==> src/rtl/bec_la_loader_if.sv <==
// rtl/bec_la_loader_if.sv - core-side operand/result bus between LA loader and curve core
interface bec_la_loader_if #(
  parameter int OP_W  = 32,
  parameter int N_OPS = 4
);
  logic [N_OPS*OP_W-1:0] op_bus;
  logic                  core_start;
  logic                  core_done;
  logic [OP_W-1:0]       core_result;

  // loader side: drives operands and start, receives completion and result
  modport master (
    output op_bus,
    output core_start,
    input  core_done,
    input  core_result
  );

  // core side
  modport slave (
    input  op_bus,
    input  core_start,
    output core_done,
    output core_result
  );
endinterface

==> src/rtl/bec_la_loader.sv <==
// rtl/bec_la_loader.sv - LA bit-serial operand loader and result readout for the curve core
module bec_la_loader #(
  parameter int OP_W  = 32,
  parameter int N_OPS = 4
) (
  input  logic             wb_clk_i,
  input  logic             wb_rst_i,
  input  logic [4:0]       la_in,
  output logic [31:0]      la_out,
  bec_la_loader_if.master  core_if
);
  localparam int TOTAL = N_OPS * OP_W;
  localparam int CNT_W = $clog2(TOTAL + 1);
  localparam int RD_W  = $clog2(OP_W + 1);
  localparam logic [CNT_W-1:0] TOTAL_C = CNT_W'(TOTAL);
  localparam logic [RD_W-1:0]  RD_LAST = RD_W'(OP_W - 1);
  localparam logic [RD_W-1:0]  RD_FULL = RD_W'(OP_W);

  typedef enum logic [1:0] {
    S_IDLE = 2'd0,
    S_LOAD = 2'd1,
    S_RUN  = 2'd2,
    S_DONE = 2'd3
  } state_t;

  logic [4:0]       la_s1_q, la_s2_q;
  logic [2:0]       edge_q;          // previous synchronized {start, load, sclk}
  state_t           state_q;
  logic [TOTAL-1:0] op_sr_q;
  logic [CNT_W-1:0] bit_cnt_q;
  logic [OP_W-1:0]  res_sr_q;
  logic [RD_W-1:0]  rd_cnt_q;
  logic             ready_q, ovf_q, short_q, rd_valid_q, sdo_q, core_start_q;

  logic             sdi, rd, sclk_re, load_re, load_fe, start_re;
  logic             full;
  logic [CNT_W-1:0] cnt_after;

  // two-flop synchronizer for the asynchronous LA pins, plus edge history
  always_ff @(posedge wb_clk_i or negedge wb_rst_i) begin
    if (!wb_rst_i) begin
      la_s1_q <= '0;
      la_s2_q <= '0;
      edge_q  <= '0;
    end else begin
      la_s1_q <= la_in;
      la_s2_q <= la_s1_q;
      edge_q  <= la_s2_q[3:1];
    end
  end

  // edge decode and the post-shift bit count used by the load-close check
  always_comb begin
    sdi       = la_s2_q[0];
    rd        = la_s2_q[4];
    sclk_re   = la_s2_q[1] & ~edge_q[0];
    load_re   = la_s2_q[2] & ~edge_q[1];
    load_fe   = ~la_s2_q[2] & edge_q[1];
    start_re  = la_s2_q[3] & ~edge_q[2];
    full      = (bit_cnt_q == TOTAL_C);
    cnt_after = (sclk_re && !full) ? bit_cnt_q + CNT_W'(1) : bit_cnt_q;
  end

  // control FSM with all registered outputs
  always_ff @(posedge wb_clk_i or negedge wb_rst_i) begin
    if (!wb_rst_i) begin
      state_q      <= S_IDLE;
      op_sr_q      <= '0;
      bit_cnt_q    <= '0;
      res_sr_q     <= '0;
      rd_cnt_q     <= '0;
      ready_q      <= 1'b0;
      ovf_q        <= 1'b0;
      short_q      <= 1'b0;
      rd_valid_q   <= 1'b0;
      sdo_q        <= 1'b0;
      core_start_q <= 1'b0;
    end else begin
      core_start_q <= 1'b0;
      case (state_q)
        S_IDLE: begin
          if (load_re) begin
            state_q   <= S_LOAD;
            bit_cnt_q <= '0;
            ready_q   <= 1'b0;
            ovf_q     <= 1'b0;
            short_q   <= 1'b0;
          end else if (start_re && ready_q) begin
            state_q      <= S_RUN;
            core_start_q <= 1'b1;
          end
        end
        S_LOAD: begin
          if (sclk_re) begin
            if (!full) begin
              op_sr_q   <= {op_sr_q[TOTAL-2:0], sdi};
              bit_cnt_q <= cnt_after;
            end else begin
              ovf_q <= 1'b1;
            end
          end
          if (load_fe) begin
            if (cnt_after == TOTAL_C) begin
              ready_q <= 1'b1;
            end else begin
              ready_q <= 1'b0;
              short_q <= 1'b1;
            end
            state_q <= S_IDLE;
          end
        end
        S_RUN: begin
          // a done coincident with our own start pulse cannot belong to this run
          if (core_if.core_done && !core_start_q) begin
            res_sr_q   <= core_if.core_result;
            sdo_q      <= core_if.core_result[OP_W-1];
            rd_cnt_q   <= '0;
            rd_valid_q <= 1'b1;
            state_q    <= S_DONE;
          end
        end
        S_DONE: begin
          if (load_re) begin
            rd_valid_q <= 1'b0;
            sdo_q      <= 1'b0;
            bit_cnt_q  <= '0;
            ready_q    <= 1'b0;
            ovf_q      <= 1'b0;
            short_q    <= 1'b0;
            state_q    <= S_LOAD;
          end else if (sclk_re && rd) begin
            res_sr_q <= {res_sr_q[OP_W-2:0], 1'b0};
            sdo_q    <= res_sr_q[OP_W-2];
            if (rd_cnt_q == RD_LAST) begin
              rd_cnt_q   <= RD_FULL;
              rd_valid_q <= 1'b0;
              ready_q    <= 1'b0;
              sdo_q      <= 1'b0;
              state_q    <= S_IDLE;
            end else begin
              rd_cnt_q <= rd_cnt_q + RD_W'(1);
            end
          end
        end
        default: state_q <= S_IDLE;
      endcase
    end
  end

  assign core_if.op_bus     = op_sr_q;
  assign core_if.core_start = core_start_q;
  assign la_out = {24'd0, state_q, short_q, ovf_q, rd_valid_q,
                   (state_q == S_RUN), ready_q, sdo_q};
endmodule

==> src/flat_wrapper.sv <==
// flat-port wrapper written by rule: the top's interface ports become plain ports
module bec_la_loader_flat 
#(
  parameter int OP_W  = 32,
  parameter int N_OPS = 4
)
  (wb_clk_i, wb_rst_i, la_in, la_out, core_if_op_bus, core_if_core_start, core_if_core_done, core_if_core_result);
  bec_la_loader_if #(.OP_W(OP_W), .N_OPS(N_OPS)) core_if_i ();
  input  logic wb_clk_i;
  input  logic wb_rst_i;
  input  logic [4:0] la_in;
  output logic [31:0] la_out;
  output wire logic [$bits(core_if_i.op_bus)-1:0] core_if_op_bus;
  output wire logic [$bits(core_if_i.core_start)-1:0] core_if_core_start;
  input wire logic [$bits(core_if_i.core_done)-1:0] core_if_core_done;
  input wire logic [$bits(core_if_i.core_result)-1:0] core_if_core_result;
  assign core_if_op_bus = core_if_i.op_bus;
  assign core_if_core_start = core_if_i.core_start;
  assign core_if_i.core_done = core_if_core_done;
  assign core_if_i.core_result = core_if_core_result;
  bec_la_loader #(.OP_W(OP_W), .N_OPS(N_OPS)) u_core (.wb_clk_i(wb_clk_i), .wb_rst_i(wb_rst_i), .la_in(la_in), .la_out(la_out), .core_if(core_if_i));
endmodule
==> config.mk <==
export PLATFORM = sky130hd
export DESIGN_NAME = bec_la_loader_flat
export DESIGN_NICKNAME = d
export VERILOG_FILES = /design/src/rtl/bec_la_loader_if.sv /design/src/rtl/bec_la_loader.sv /design/src/flat_wrapper.sv
export SDC_FILE = /design/constraint.sdc
export NUM_CORES = 1
export LEC_CHECK = 0
export ABC_AREA = 1
export CORE_UTILIZATION = 54
export DETAILED_ROUTE_END_ITERATION = 16
export PLACE_DENSITY = 0.86
export SETUP_SLACK_MARGIN = 0.05
export SLEW_MARGIN = 20
export SYNTH_ARGS = -nofsm -noshare
export SYNTH_HDL_FRONTEND = slang
export SYNTH_SLANG_ARGS = --single-unit
==> constraint.sdc <==
create_clock -name wb_clk_i -period 4.3 [get_ports wb_clk_i]
set_input_delay 1.075 -clock wb_clk_i [delete_from_list [all_inputs] [get_ports wb_clk_i]]
set_output_delay 1.075 -clock wb_clk_i [all_outputs]
set_load 0.05 [all_outputs]
==> reports/results.md <==
- final count of pins violating max slew: 0
- Ports: 201
- Die Span X: 126.9 µm
- depth of the CTS H-tree: 4
- slew margin rel.: 41.38%
- peak per-stage delay on the critical path: 0.84 ns
- final cell count without fillers: 1,329
- kind of end point of the critical path: primary output
- Reg clk slew, reported paths: 0.07 ns
- P&R area growth vs syn: 25.97%
- sequence of cells on the critical path: inv_1 > ha_1 > clkdlybuf4s50_1
- final standard cell area without fillers: 0.01060 mm²
- synth unique cells: 29
- max-cap viol count: 0
- root buffer cell: sky130_fd_sc_hd__clkbuf_16
- grt ovf: 0
- Port Buffers: 176
- Synth Cell Area: 0.008418 mm²
- portion of the clock cycle consumed by the worst path in the final layout: 71.96%
- worst skew pair latency: 0.43 ns
- Die Outline Area: 0.01609 mm²
- CTS buffer count: 17
- # DRC: 0
- final hold violation count: 0
- number of setup violations in the final report: 0
- outcome: finished clean
- cts hold-fix bufs: 0
- Syn Inst Count: 974
- buffers inserted during post-CTS setup optimization: 0
- core area: 0.01520 mm²
- sequential share of the synthesized area: 57.67%
- upper clock frequency limit: 0.3232 GHz
- largest net degree at the start of global routing: 112
- per-cell routed wire length: 13.69 µm
- net count reported at finish: 1,175
- number of global-route vias before repair: 6,284
- worst-case hold slack: 0.3497 ns
- Longest Clk Path Bufs: 2
- average via count per standard cell: 5.065
- DR vias: 6,731
- fraction of final layout cells sized beyond drive strength 1: 6.047%
- Seq. cell area: 0.004855 mm²
- Placed Instances: 1,297
- sinks on the clock net: 194
- final routed wirelength across all metal layers: 18,190 µm
- flip-flop and latch count after synthesis: 194
- Antenna Violating Nets Remaining: 0
- actual transition at the worst max-transition pin: 0.8783 ns
- fillers: 1,137
- DP Wirelength: 12,010 µm
- critical path arrival: 2.02 ns
- crit path kind: flop to primary output
- cell with the biggest individual delay on the critical path: sky130_fd_sc_hd__clkdlybuf4s50_1
- crit path setup slack, layout: 1.206 ns
- setup repair after global routing missed its margin: false
- Period minus WS final: 3.094 ns
- count of inserted antenna diode cells: 0
- height of the chip: 126.9 µm
- initial core utilization: 55.37%
- path class of the lowest-slack min-delay path: flop to flop
- pre-CTS setup slack: 0.9669 ns
- area of the multi-input gates: 0.002909 mm²
- Iteration-0 DRC Markers: 529
- largest delay contributor family on the critical path: buffers and inverters
- antenna violations before repair: 0
- number of buffers and inverters on the critical path: 2
- first-pass iteration count of the detailed router: 5
- worst-path fanout max: 4
- total power per unit cell area: 472.5 mW/mm²
- worst vdd rail ir drop: 0.2957 mV
- global-route wire length before repair: 30,420 µm
- CP Launch Type: flop
- average footprint of a synthesized cell: 8.643 µm²
- gpl congestion: 0.8817
- placement-stage cell area: 0.01001 mm²
- leakage power: 5.393 nW
- Post-CTS Resized: 0
- data required time at the worst endpoint: 3.22 ns
- Total Negative Setup Slacks: 0 ns
- Overall Global Routing Usage: 23.72%
- Rows: 45
- Yosys warning total: 0
- clock tree from TritonCTS: done
- worst setup skew after layout: 0.01118 ns
Yosys cell counts:
cell / instances / area (µm²)
sky130_fd_sc_hd__nor3_1: 5 / 25.02
sky130_fd_sc_hd__nand3b_1: 2 / 15.01
sky130_fd_sc_hd__buf_4: 37 / 277.8
sky130_fd_sc_hd__clkbuf_1: 7 / 26.28
sky130_fd_sc_hd__nand3_1: 20 / 100.1
sky130_fd_sc_hd__nand2_1: 481 / 1805
sky130_fd_sc_hd__clkinv_2: 1 / 5.000
sky130_fd_sc_hd__buf_12: 2 / 40.04
sky130_fd_sc_hd__a21oi_1: 7 / 35.03
sky130_fd_sc_hd__inv_1: 36 / 135.1
sky130_fd_sc_hd__buf_8: 1 / 15.01
sky130_fd_sc_hd__o22ai_1: 7 / 43.79
sky130_fd_sc_hd__inv_2: 5 / 18.77
sky130_fd_sc_hd__nand3_4: 1 / 17.52
sky130_fd_sc_hd__nor3b_1: 1 / 7.510
sky130_fd_sc_hd__xor2_1: 1 / 8.760
sky130_fd_sc_hd__nand4_1: 4 / 25.02
sky130_fd_sc_hd__ha_1: 7 / 87.58
sky130_fd_sc_hd__nor2_1: 48 / 180.2
sky130_fd_sc_hd__buf_6: 14 / 157.7
sky130_fd_sc_hd__nor2_2: 1 / 6.260
sky130_fd_sc_hd__conb_1: 1 / 3.750
sky130_fd_sc_hd__buf_2: 13 / 65.06
sky130_fd_sc_hd__dfrtp_1: 194 / 4855
sky130_fd_sc_hd__a31oi_1: 30 / 187.7
sky130_fd_sc_hd__nand2_2: 21 / 131.4
sky130_fd_sc_hd__o21a_1: 2 / 15.01
sky130_fd_sc_hd__o21bai_1: 1 / 7.510
sky130_fd_sc_hd__o21ai_0: 24 / 120.1
logic make-up after synthesis:
group	count (synthesis)	share of synthesized area [%]
xor gates and xnor gates	1	0.1041
DFF	194	57.67
and+or+nand+nor	584	27.48
other	1	0.04455
adders and majority gates	7	1.040
buffers and inverters	116	8.799
AOI/OAI and AO/OA	71	4.860
metrics by stage:
step,power [mW],utilization (%)
final,5.010,69.75
after global routing,5.277,69.75
after CTS,5.035,69.75
after detailed placement,3.427,65.87
after global placement,3.383,65.87
after floorplan,3.202,-
worst paths after layout:
path                       slack, ns  cells after the start                 from                         to
setup / recovery                1.21                      3    u_core.state_q[0]                  la_out[2]
setup reg to reg                1.53                     10  u_core.bit_cnt_q[0]  u_core.core_if.op_bus[79]
min in group asynchronous       0.74                      1             wb_rst_i  u_core.core_if.op_bus[24]
hold / removal                  0.35                      0    u_core.la_s1_q[0]          u_core.la_s2_q[0]
max in group asynchronous       2.61                      2             wb_rst_i  u_core.core_if.op_bus[62]
hold reg to reg                 0.35                      0    u_core.la_s1_q[0]          u_core.la_s2_q[0]
routing by layer:
metal  track usage [%]  routed length (µm)
met5                 0                   0
met4             7.913                 264
met3             6.706                1096
met2             37.04                8832
met1             32.12                7996
state kept, by name (all words and copies together), names as in the netlist:
| register | flops |
|---|---|
| u_core.short_q | 1 |
| u_core.ovf_q | 1 |
| u_core.core_if.op_bus | 128 |
| u_core.bit_cnt_q | 8 |
| u_core.ready_q | 1 |
| u_core.state_q | 2 |
| u_core.la_s2_q | 5 |
| u_core.core_if.core_start | 1 |
| u_core.res_sr_q | 31 |
| u_core.la_s1_q | 5 |
| u_core.rd_valid_q | 1 |
| u_core.sdo_q | 1 |
| u_core.rd_cnt_q | 6 |
| u_core.edge_q | 3 |
power breakdown:
| group | total [mW] | switching (mW) | internal (mW) |
|---|---|---|---|
| registers | 2.18 | 0.136 | 2.04 |
| logic | 1.23 | 0.844 | 0.383 |
| clock network | 1.60 | 0.685 | 0.919 |
final cells by class:
class | count | area share, %
Timing Repair Buffer | 186 | 17.47
Clock inverter | 12 | 1.451
Inverter | 42 | 1.522
Clock buffer | 20 | 4.118
Multi-Input combinational cell | 687 | 27.43
Sequential cell | 194 | 45.78
Tap cell | 188 | 2.218
cells in the final DEF (no fill, tap or decap):
cell type | synthesis | final
sky130_fd_sc_hd__inv_6 | 0 | 2
sky130_fd_sc_hd__nor2_2 | 1 | 1
sky130_fd_sc_hd__clkinvlp_4 | 0 | 2
sky130_fd_sc_hd__clkbuf_16 | 0 | 17
sky130_fd_sc_hd__a21oi_1 | 7 | 7
sky130_fd_sc_hd__inv_4 | 0 | 1
sky130_fd_sc_hd__ha_1 | 7 | 7
sky130_fd_sc_hd__nand2_1 | 481 | 481
sky130_fd_sc_hd__o21a_1 | 2 | 2
sky130_fd_sc_hd__xor2_1 | 1 | 1
sky130_fd_sc_hd__nand4_1 | 4 | 4
sky130_fd_sc_hd__nand3_4 | 1 | 1
sky130_fd_sc_hd__nand3_1 | 20 | 20
sky130_fd_sc_hd__bufinv_16 | 0 | 3
sky130_fd_sc_hd__inv_1 | 36 | 36
sky130_fd_sc_hd__inv_2 | 5 | 4
sky130_fd_sc_hd__nor3_1 | 5 | 5
sky130_fd_sc_hd__buf_4 | 37 | 9
sky130_fd_sc_hd__nor2_1 | 48 | 48
sky130_fd_sc_hd__clkinv_2 | 1 | 5
sky130_fd_sc_hd__nand3b_1 | 2 | 2
sky130_fd_sc_hd__conb_1 | 1 | 24
sky130_fd_sc_hd__buf_12 | 2 | 1
sky130_fd_sc_hd__o22ai_1 | 7 | 7
sky130_fd_sc_hd__dfrtp_1 | 194 | 194
sky130_fd_sc_hd__nor3b_1 | 1 | 1
sky130_fd_sc_hd__inv_8 | 0 | 1
sky130_fd_sc_hd__clkbuf_8 | 0 | 1
sky130_fd_sc_hd__o21ai_0 | 24 | 24
sky130_fd_sc_hd__o21bai_1 | 1 | 1
sky130_fd_sc_hd__clkbuf_1 | 7 | 3
sky130_fd_sc_hd__clkdlybuf4s50_1 | 0 | 175
sky130_fd_sc_hd__nand2_2 | 21 | 21
sky130_fd_sc_hd__a31oi_1 | 30 | 30
Power figures use the tool's default switching activity.
